## config.mk

```make
export PLATFORM = sky130hd
export DESIGN_NAME = ysyx_23060203_wbu
export DESIGN_NICKNAME = d
export VERILOG_FILES = /design/src/rtl/ysyx_23060203_pkg.sv /design/src/rtl/ysyx_23060203_GPR.sv /design/src/rtl/ysyx_23060203_wbu.sv
export SDC_FILE = /design/constraint.sdc
export NUM_CORES = 2
export LEC_CHECK = 0
export BUFFER_PORTS_ARGS = -buffer_cell sky130_fd_sc_hd__buf_2
export CORE_MARGIN = 5
export CORE_UTILIZATION = 30
export DETAILED_ROUTE_END_ITERATION = 10
export GPL_ROUTABILITY_DRIVEN = 0
export GPL_TIMING_DRIVEN = 0
export REMOVE_ABC_BUFFERS = 1
export SLEW_MARGIN = 5
export SYNTH_ARGS = -nofsm -noshare
export SYNTH_HDL_FRONTEND = slang
export SYNTH_SLANG_ARGS = --single-unit
export TNS_END_PERCENT = 30
```

## constraint.sdc

```tcl
create_clock -name clock -period 7.35 [get_ports clock]
set_clock_uncertainty 0.15 [all_clocks]
set_input_delay 1.47 -clock clock [delete_from_list [all_inputs] [get_ports clock]]
set_output_delay 1.47 -clock clock [all_outputs]
set_load 0.005 [all_outputs]
```

## src/rtl/ysyx_23060203_pkg.sv

```systemverilog
// Shared definitions for the ysyx_23060203 write-back stage: CSR map and FSM states.
package ysyx_23060203_pkg;

  localparam logic [11:0] CSR_EBREAK    = 12'h000;
  localparam logic [11:0] CSR_MSTATUS   = 12'h300;
  localparam logic [11:0] CSR_MTVEC     = 12'h305;
  localparam logic [11:0] CSR_MEPC      = 12'h341;
  localparam logic [11:0] CSR_MCAUSE    = 12'h342;
  localparam logic [11:0] CSR_MCYCLE    = 12'hB00;
  localparam logic [11:0] CSR_MCYCLEH   = 12'hB80;
  localparam logic [11:0] CSR_MINSTRET  = 12'hB02;
  localparam logic [11:0] CSR_MINSTRETH = 12'hB82;
  localparam logic [11:0] CSR_MVENDORID = 12'hF11;
  localparam logic [11:0] CSR_MARCHID   = 12'hF12;

  // MPP = machine mode out of reset
  localparam logic [31:0] MSTATUS_RESET = 32'h0000_1800;

  typedef enum logic [0:0] {WBU_RUN, WBU_HALT} wbu_state_e;

  // True for addresses that accept software writes (read-only and unimplemented drop them)
  function automatic logic csr_writable(input logic [11:0] addr);
    case (addr)
      CSR_MSTATUS, CSR_MTVEC, CSR_MEPC, CSR_MCAUSE,
      CSR_MCYCLE, CSR_MCYCLEH, CSR_MINSTRET, CSR_MINSTRETH: return 1'b1;
      default: return 1'b0;
    endcase
  endfunction

endpackage

```

## src/rtl/ysyx_23060203_GPR.sv

```systemverilog
// General-purpose register file: one write port, two decode read ports plus a0 tap,
// x0 hardwired to zero, write-to-read bypass during the commit cycle.
module ysyx_23060203_GPR #(
  parameter int NR_GPR = 32
) (
  input  logic        clock,
  input  logic        reset,
  input  logic        wen,
  input  logic [4:0]  waddr,
  input  logic [31:0] wdata,
  input  logic [4:0]  rs1_addr,
  input  logic [4:0]  rs2_addr,
  output logic [31:0] rs1_data,
  output logic [31:0] rs2_data,
  output logic [31:0] a0_data
);

  logic [31:0] regs_q [NR_GPR];

  // Register storage; x0 is never written
  always_ff @(posedge clock) begin
    if (reset) begin
      for (int i = 0; i < NR_GPR; i++) regs_q[i] <= '0;
    end else if (wen && waddr != 5'd0) begin
      regs_q[waddr] <= wdata;
    end
  end

  // Read ports with bypass of the write committing this cycle
  always_comb begin
    rs1_data = (rs1_addr == 5'd0) ? 32'd0 : regs_q[rs1_addr];
    rs2_data = (rs2_addr == 5'd0) ? 32'd0 : regs_q[rs2_addr];
    a0_data  = regs_q[10];
    if (wen && waddr != 5'd0) begin
      if (rs1_addr == waddr) rs1_data = wdata;
      if (rs2_addr == waddr) rs2_data = wdata;
      if (waddr == 5'd10)    a0_data  = wdata;
    end
  end

endmodule

```

## src/rtl/ysyx_23060203_wbu.sv

```systemverilog
// Write-back stage: commits GPR/CSR results, owns the CSR file and counters,
// and halts on ebreak (CSR write to address 0x000).
module ysyx_23060203_wbu
  import ysyx_23060203_pkg::*;
#(
  parameter int          NR_GPR    = 32,
  parameter logic [31:0] MVENDORID = 32'h7973_7978,
  parameter logic [31:0] MARCHID   = 32'h015F_DEEB
) (
  input  logic        clock,
  input  logic        reset,
  output logic        in_ready,
  input  logic        in_valid,
  input  logic [4:0]  in_gpr_waddr,
  input  logic [31:0] in_gpr_wdata,
  input  logic        in_csr_wen,
  input  logic [11:0] in_csr_waddr,
  input  logic [31:0] in_csr_wdata,
  input  logic [4:0]  rs1_addr,
  input  logic [4:0]  rs2_addr,
  output logic [31:0] rs1_data,
  output logic [31:0] rs2_data,
  input  logic [11:0] csr_raddr,
  output logic [31:0] csr_rdata,
  output logic        halt,
  output logic [31:0] halt_code,
  output logic        commit
);

  wbu_state_e  state_q, state_d;
  logic        fire, csr_we, ebreak;
  logic [31:0] a0_data;
  logic [31:0] mstatus_q, mtvec_q, mepc_q, mcause_q;
  logic [63:0] mcycle_q, mcycle_d, minstret_q, minstret_d;
  logic [31:0] halt_code_q;
  logic        commit_q;
  logic [31:0] csr_q;

  assign in_ready  = (state_q == WBU_RUN);
  assign fire      = in_valid & in_ready;
  assign csr_we    = fire & in_csr_wen;
  assign ebreak    = csr_we & (in_csr_waddr == CSR_EBREAK);
  assign halt      = (state_q == WBU_HALT);
  assign halt_code = halt_code_q;
  assign commit    = commit_q;

  ysyx_23060203_GPR #(
    .NR_GPR(NR_GPR)
  ) u_gpr (
    .clock    (clock),
    .reset    (reset),
    .wen      (fire),
    .waddr    (in_gpr_waddr),
    .wdata    (in_gpr_wdata),
    .rs1_addr (rs1_addr),
    .rs2_addr (rs2_addr),
    .rs1_data (rs1_data),
    .rs2_data (rs2_data),
    .a0_data  (a0_data)
  );

  // FSM state register
  always_ff @(posedge clock) begin
    if (reset) state_q <= WBU_RUN;
    else       state_q <= state_d;
  end

  // FSM next state: HALT is absorbing until reset
  always_comb begin
    state_d = state_q;
    unique case (state_q)
      WBU_RUN:  if (ebreak) state_d = WBU_HALT;
      WBU_HALT: state_d = WBU_HALT;
    endcase
  end

  // Counter next state; a CSR write to one half replaces that cycle's increment
  always_comb begin
    mcycle_d   = mcycle_q + 64'd1;
    minstret_d = minstret_q + {63'd0, fire};
    if (csr_we) begin
      case (in_csr_waddr)
        CSR_MCYCLE:    mcycle_d   = {mcycle_q[63:32], in_csr_wdata};
        CSR_MCYCLEH:   mcycle_d   = {in_csr_wdata, mcycle_q[31:0]};
        CSR_MINSTRET:  minstret_d = {minstret_q[63:32], in_csr_wdata};
        CSR_MINSTRETH: minstret_d = {in_csr_wdata, minstret_q[31:0]};
        default: ;
      endcase
    end
  end

  // CSR file, counters, halt code and commit pulse
  always_ff @(posedge clock) begin
    if (reset) begin
      mstatus_q   <= MSTATUS_RESET;
      mtvec_q     <= '0;
      mepc_q      <= '0;
      mcause_q    <= '0;
      mcycle_q    <= '0;
      minstret_q  <= '0;
      halt_code_q <= '0;
      commit_q    <= 1'b0;
    end else begin
      mcycle_q   <= mcycle_d;
      minstret_q <= minstret_d;
      commit_q   <= fire;
      if (ebreak) halt_code_q <= a0_data;
      if (csr_we) begin
        case (in_csr_waddr)
          CSR_MSTATUS: mstatus_q <= in_csr_wdata;
          CSR_MTVEC:   mtvec_q   <= in_csr_wdata;
          CSR_MEPC:    mepc_q    <= in_csr_wdata;
          CSR_MCAUSE:  mcause_q  <= in_csr_wdata;
          default: ;
        endcase
      end
    end
  end

  // CSR read mux with bypass of a committing writable CSR
  always_comb begin
    case (csr_raddr)
      CSR_MSTATUS:   csr_q = mstatus_q;
      CSR_MTVEC:     csr_q = mtvec_q;
      CSR_MEPC:      csr_q = mepc_q;
      CSR_MCAUSE:    csr_q = mcause_q;
      CSR_MCYCLE:    csr_q = mcycle_q[31:0];
      CSR_MCYCLEH:   csr_q = mcycle_q[63:32];
      CSR_MINSTRET:  csr_q = minstret_q[31:0];
      CSR_MINSTRETH: csr_q = minstret_q[63:32];
      CSR_MVENDORID: csr_q = MVENDORID;
      CSR_MARCHID:   csr_q = MARCHID;
      default:       csr_q = 32'd0;
    endcase
    csr_rdata = csr_q;
    if (csr_we && csr_writable(in_csr_waddr) && csr_raddr == in_csr_waddr) begin
      csr_rdata = in_csr_wdata;
    end
  end

endmodule

```

==> results_dict.tcl <==
set metrics [dict create \
    fin_setup_tns_ns 0 \
    clock_sinks 1314 \
    cts_resized 0 \
    synth_enable_flop_cells 1024 \
    hp-start "mcause_q[22]" \
    firstDrtPassIters 6 \
    grtUsageMet1_pct 26.2 \
    worstPathArrival_ns 5.22 \
    cts-buffers-inserted 149 \
    slew_viol_final 0 \
    start_kind "primary input" \
    top_usage_layer "met2" \
    rr_startpoint "halt" \
    cellPowerDensity_mw_per_mm2 209 \
    whs_endpoint "mcause_q[22]" \
    synth_area_per_cell_sq_um 11.8 \
    cts_max_level 4 \
    grt_pass1_wl_microns 376000 \
    crit_type "in2out" \
    grtUsageMet2_pct 31.8 \
    yosys-top-cells-area "edfxtp_1 (42%), mux4_2 (16%), and2_1 (8.6%)" \
    cts_root_buf "clkbuf_16" \
    rsz0062_at_grt "false" \
    dpl_cell_area_sq_mm 0.0794 \
    p_int_mw 13.1 \
    seq_area_sq_mm 0.0366 \
    p_leak_nw 29.7 \
    power_frac_clock_pct 42.7 \
    fp-row-count 180 \
    yosysTopAreaCell "edfxtp_1" \
    setup_violations 0 \
    clkLatencyLatePin_ns 0.79 \
    fp.dieW_microns 502 \
    clock.fmax_mhz 146 \
    num_io_pins 238 \
    detail-route-antenna-nets 0 \
    hold_buffers 0 \
    postSynthCellCount 6154 \
    synthToLayoutAreaGrowth_pct 16.1 \
    clk_pin_slew_worst_paths_ns 0.06 \
    drtIter0Drc 7300 \
    core_sq_mm 0.241 \
    port_buffers 237 \
    drc 0 \
    synth.distinct_cells 83 \
    synthesis.area_sq_mm 0.0726 \
    wl_microns 264000 \
    worstHoldPathCells 2 \
    reg2reg_slack_ns 2.96 \
    max_slew.worst_pin.slew_ns 1.40 \
    route.detailed.wl_per_inst_microns 28.2 \
    fin_area_sq_mm 0.0843 \
    irDropWorstVdd_uv 220 \
    r2r_end "minstret_q[33]" \
    fill_cells 23100 \
    yosys_warnings 0 \
    relSlewSlack_pct 6.74 \
    netlist.area_leader.share_pct 42.3 \
    async_reset_ff_share_pct 0 \
    netSwitchingFraction_pct 25.7 \
    multi_input_area_sq_mm 0.0343 \
    critPathMaxFanout 66 \
    die_area_sq_mm 0.252 \
    drive_gt1_share_pct 21.7 \
    tritoncts "done" \
    fin_ws_ns 0.507 \
    power.net_switching_mw 4.51 \
    fin_nets 6181 \
    synthFlopType "edfxtp_1" \
    yosysSeqAreaShare_pct 50.3 \
    track_usage_pct 20.2 \
    grt_max_degree 102 \
    hp-class "reg2reg" \
    die-height_microns 502 \
    status "finished clean" \
    p_comb_share_pct 10.4 \
    met3_usage_pct 4.34 \
    p_seq_share_pct 46.9 \
    dp_hpwl_microns 171000 \
    holdWs_ns 0.301 \
    hold_violations 0 \
    post-place-ws_ns 0.500 \
    ff2ff_path_depth 10 \
    end_kind "primary output" \
    period_share_pct 93.1 \
    cts_buffer_depth 3 \
    cap_viol_max_count 0 \
    overflow 0 \
    synth-seq-cells 1314 \
    cts_setup_buffers 0 \
    via_count 54800 \
    grt_pass1_vias 53000 \
    antenna_found_initial 23 \
    required_ns 5.73 \
    min_period_ns 6.84 \
    initial_core_util_pct 30.2 \
    vias_per_cell 5.84 \
]
synthesized netlist by cell type, types with 45 or more instances:
cell type  count
edfxtp_1    1024
and2_1      1000
nand2_1      697
mux4_2       508
clkbuf_1     495
dfxtp_1      290
o21ai_0      273
nor2_1       244
a21oi_1      204
nand3_1      139
a22o_1       118
mux2_2       110
buf_2        104
a22oi_1      100
o221ai_1      77
mux2i_1       75
nand4_1       54
nor3_1        54
a211oi_1      50
and3_1        48
buf_1         48
o22ai_1       45
state kept, by name, indices dropped and copies added, names as in the netlist:
signal,flops
mcycle_q,64
halt_code,32
mepc_q,32
u_gpr.regs_q,1024
halt,1
minstret_q,64
mcause_q,32
mstatus_q,32
mtvec_q,32
commit,1
kinds of logic after synthesis:
logic type	share of synthesized area, %
compound gates	9.17
xor+xnor	0.651
fa+ha+maj	0.0517
buf+inv	3.67
flops	50.3
mux	18.5
other cells	0.00516
simple gates	17.6
through the flow:
step	utilization, %	cells	power (mW)
floorplan	-	5531	9.15
global placement	31.3	8953	10.2
finish	35.0	9382	17.6
global route	35.0	9377	18.1
detailed placement	33.0	9105	10.2
CTS	35.0	9369	17.6
worst max path at each step:
| stage | startpoint | to |
|---|---|---|
| final | rs1_addr[0] | rs1_data[20] |
| after global routing | rs2_addr[0] | rs2_data[28] |
| after CTS | rs1_addr[0] | rs1_data[20] |
| after detailed placement | rs1_addr[0] | rs1_data[20] |
| after global placement | rs2_addr[0] | rs2_data[22] |
| after floorplan | in_csr_waddr[0] | halt_code[0] |
layer usage:
metal  wire, microns  vias up
met5              43        -
met4           15700        6
met3           28100      668
met2          121000     3550
met1           99000    27600
li1                -    22900
critical path, stage by stage:
cell and delay, ns:
buf_8 0.08, buf_16 0.37, buf_16 0.37, buf_16 0.37
mux4_2 0.56, nand2_1 0.08, nand2_1 0.12, o21ai_0 0.70
o21ai_0 0.46, a22o_1 0.29, buf_2 0.13
placed cells by master (no fill, tap or decap), types with 48 or more instances in the layout:
| master | synthesis | final |
|---|---|---|
| nor2_1 | 244 | 210 |
| buf_2 | 104 | 226 |
| a22oi_1 | 100 | 100 |
| o221ai_1 | 77 | 77 |
| and3_1 | 48 | 48 |
| o21ai_0 | 273 | 243 |
| a22o_1 | 118 | 118 |
| buf_16 | 0 | 76 |
| mux2i_1 | 75 | 75 |
| nand2_1 | 697 | 690 |
| a211oi_1 | 50 | 50 |
| and2_1 | 1000 | 1000 |
| dfxtp_1 | 290 | 290 |
| nand4_1 | 54 | 54 |
| edfxtp_1 | 1024 | 1024 |
| mux2_2 | 110 | 110 |
| nand3_1 | 139 | 137 |
| clkbuf_16 | 0 | 149 |
| a21oi_1 | 204 | 204 |
| mux4_2 | 508 | 508 |
layout make-up:
cell class	count	area share [%]
timing repair buffer	389	5.43
antenna	13	0.0386
multi-input combinational	4201	40.6
clock inverter	73	1.09
tap	3185	4.73
inverter	16	0.0801
clock buffer	191	4.67
sequential	1314	43.3
power by group through the flow:
| stage | clock [mW] | combinational, mW | sequential [mW] |
|---|---|---|---|
| floorplan | 0 | 0.754 | 8.39 |
| global placement | 0 | 1.77 | 8.45 |
| detailed placement | 0 | 1.81 | 8.41 |
| CTS | 7.58 | 1.81 | 8.25 |
| global route | 7.90 | 1.90 | 8.27 |
| finish | 7.50 | 1.83 | 8.26 |
(Power assumes the default switching activity.)
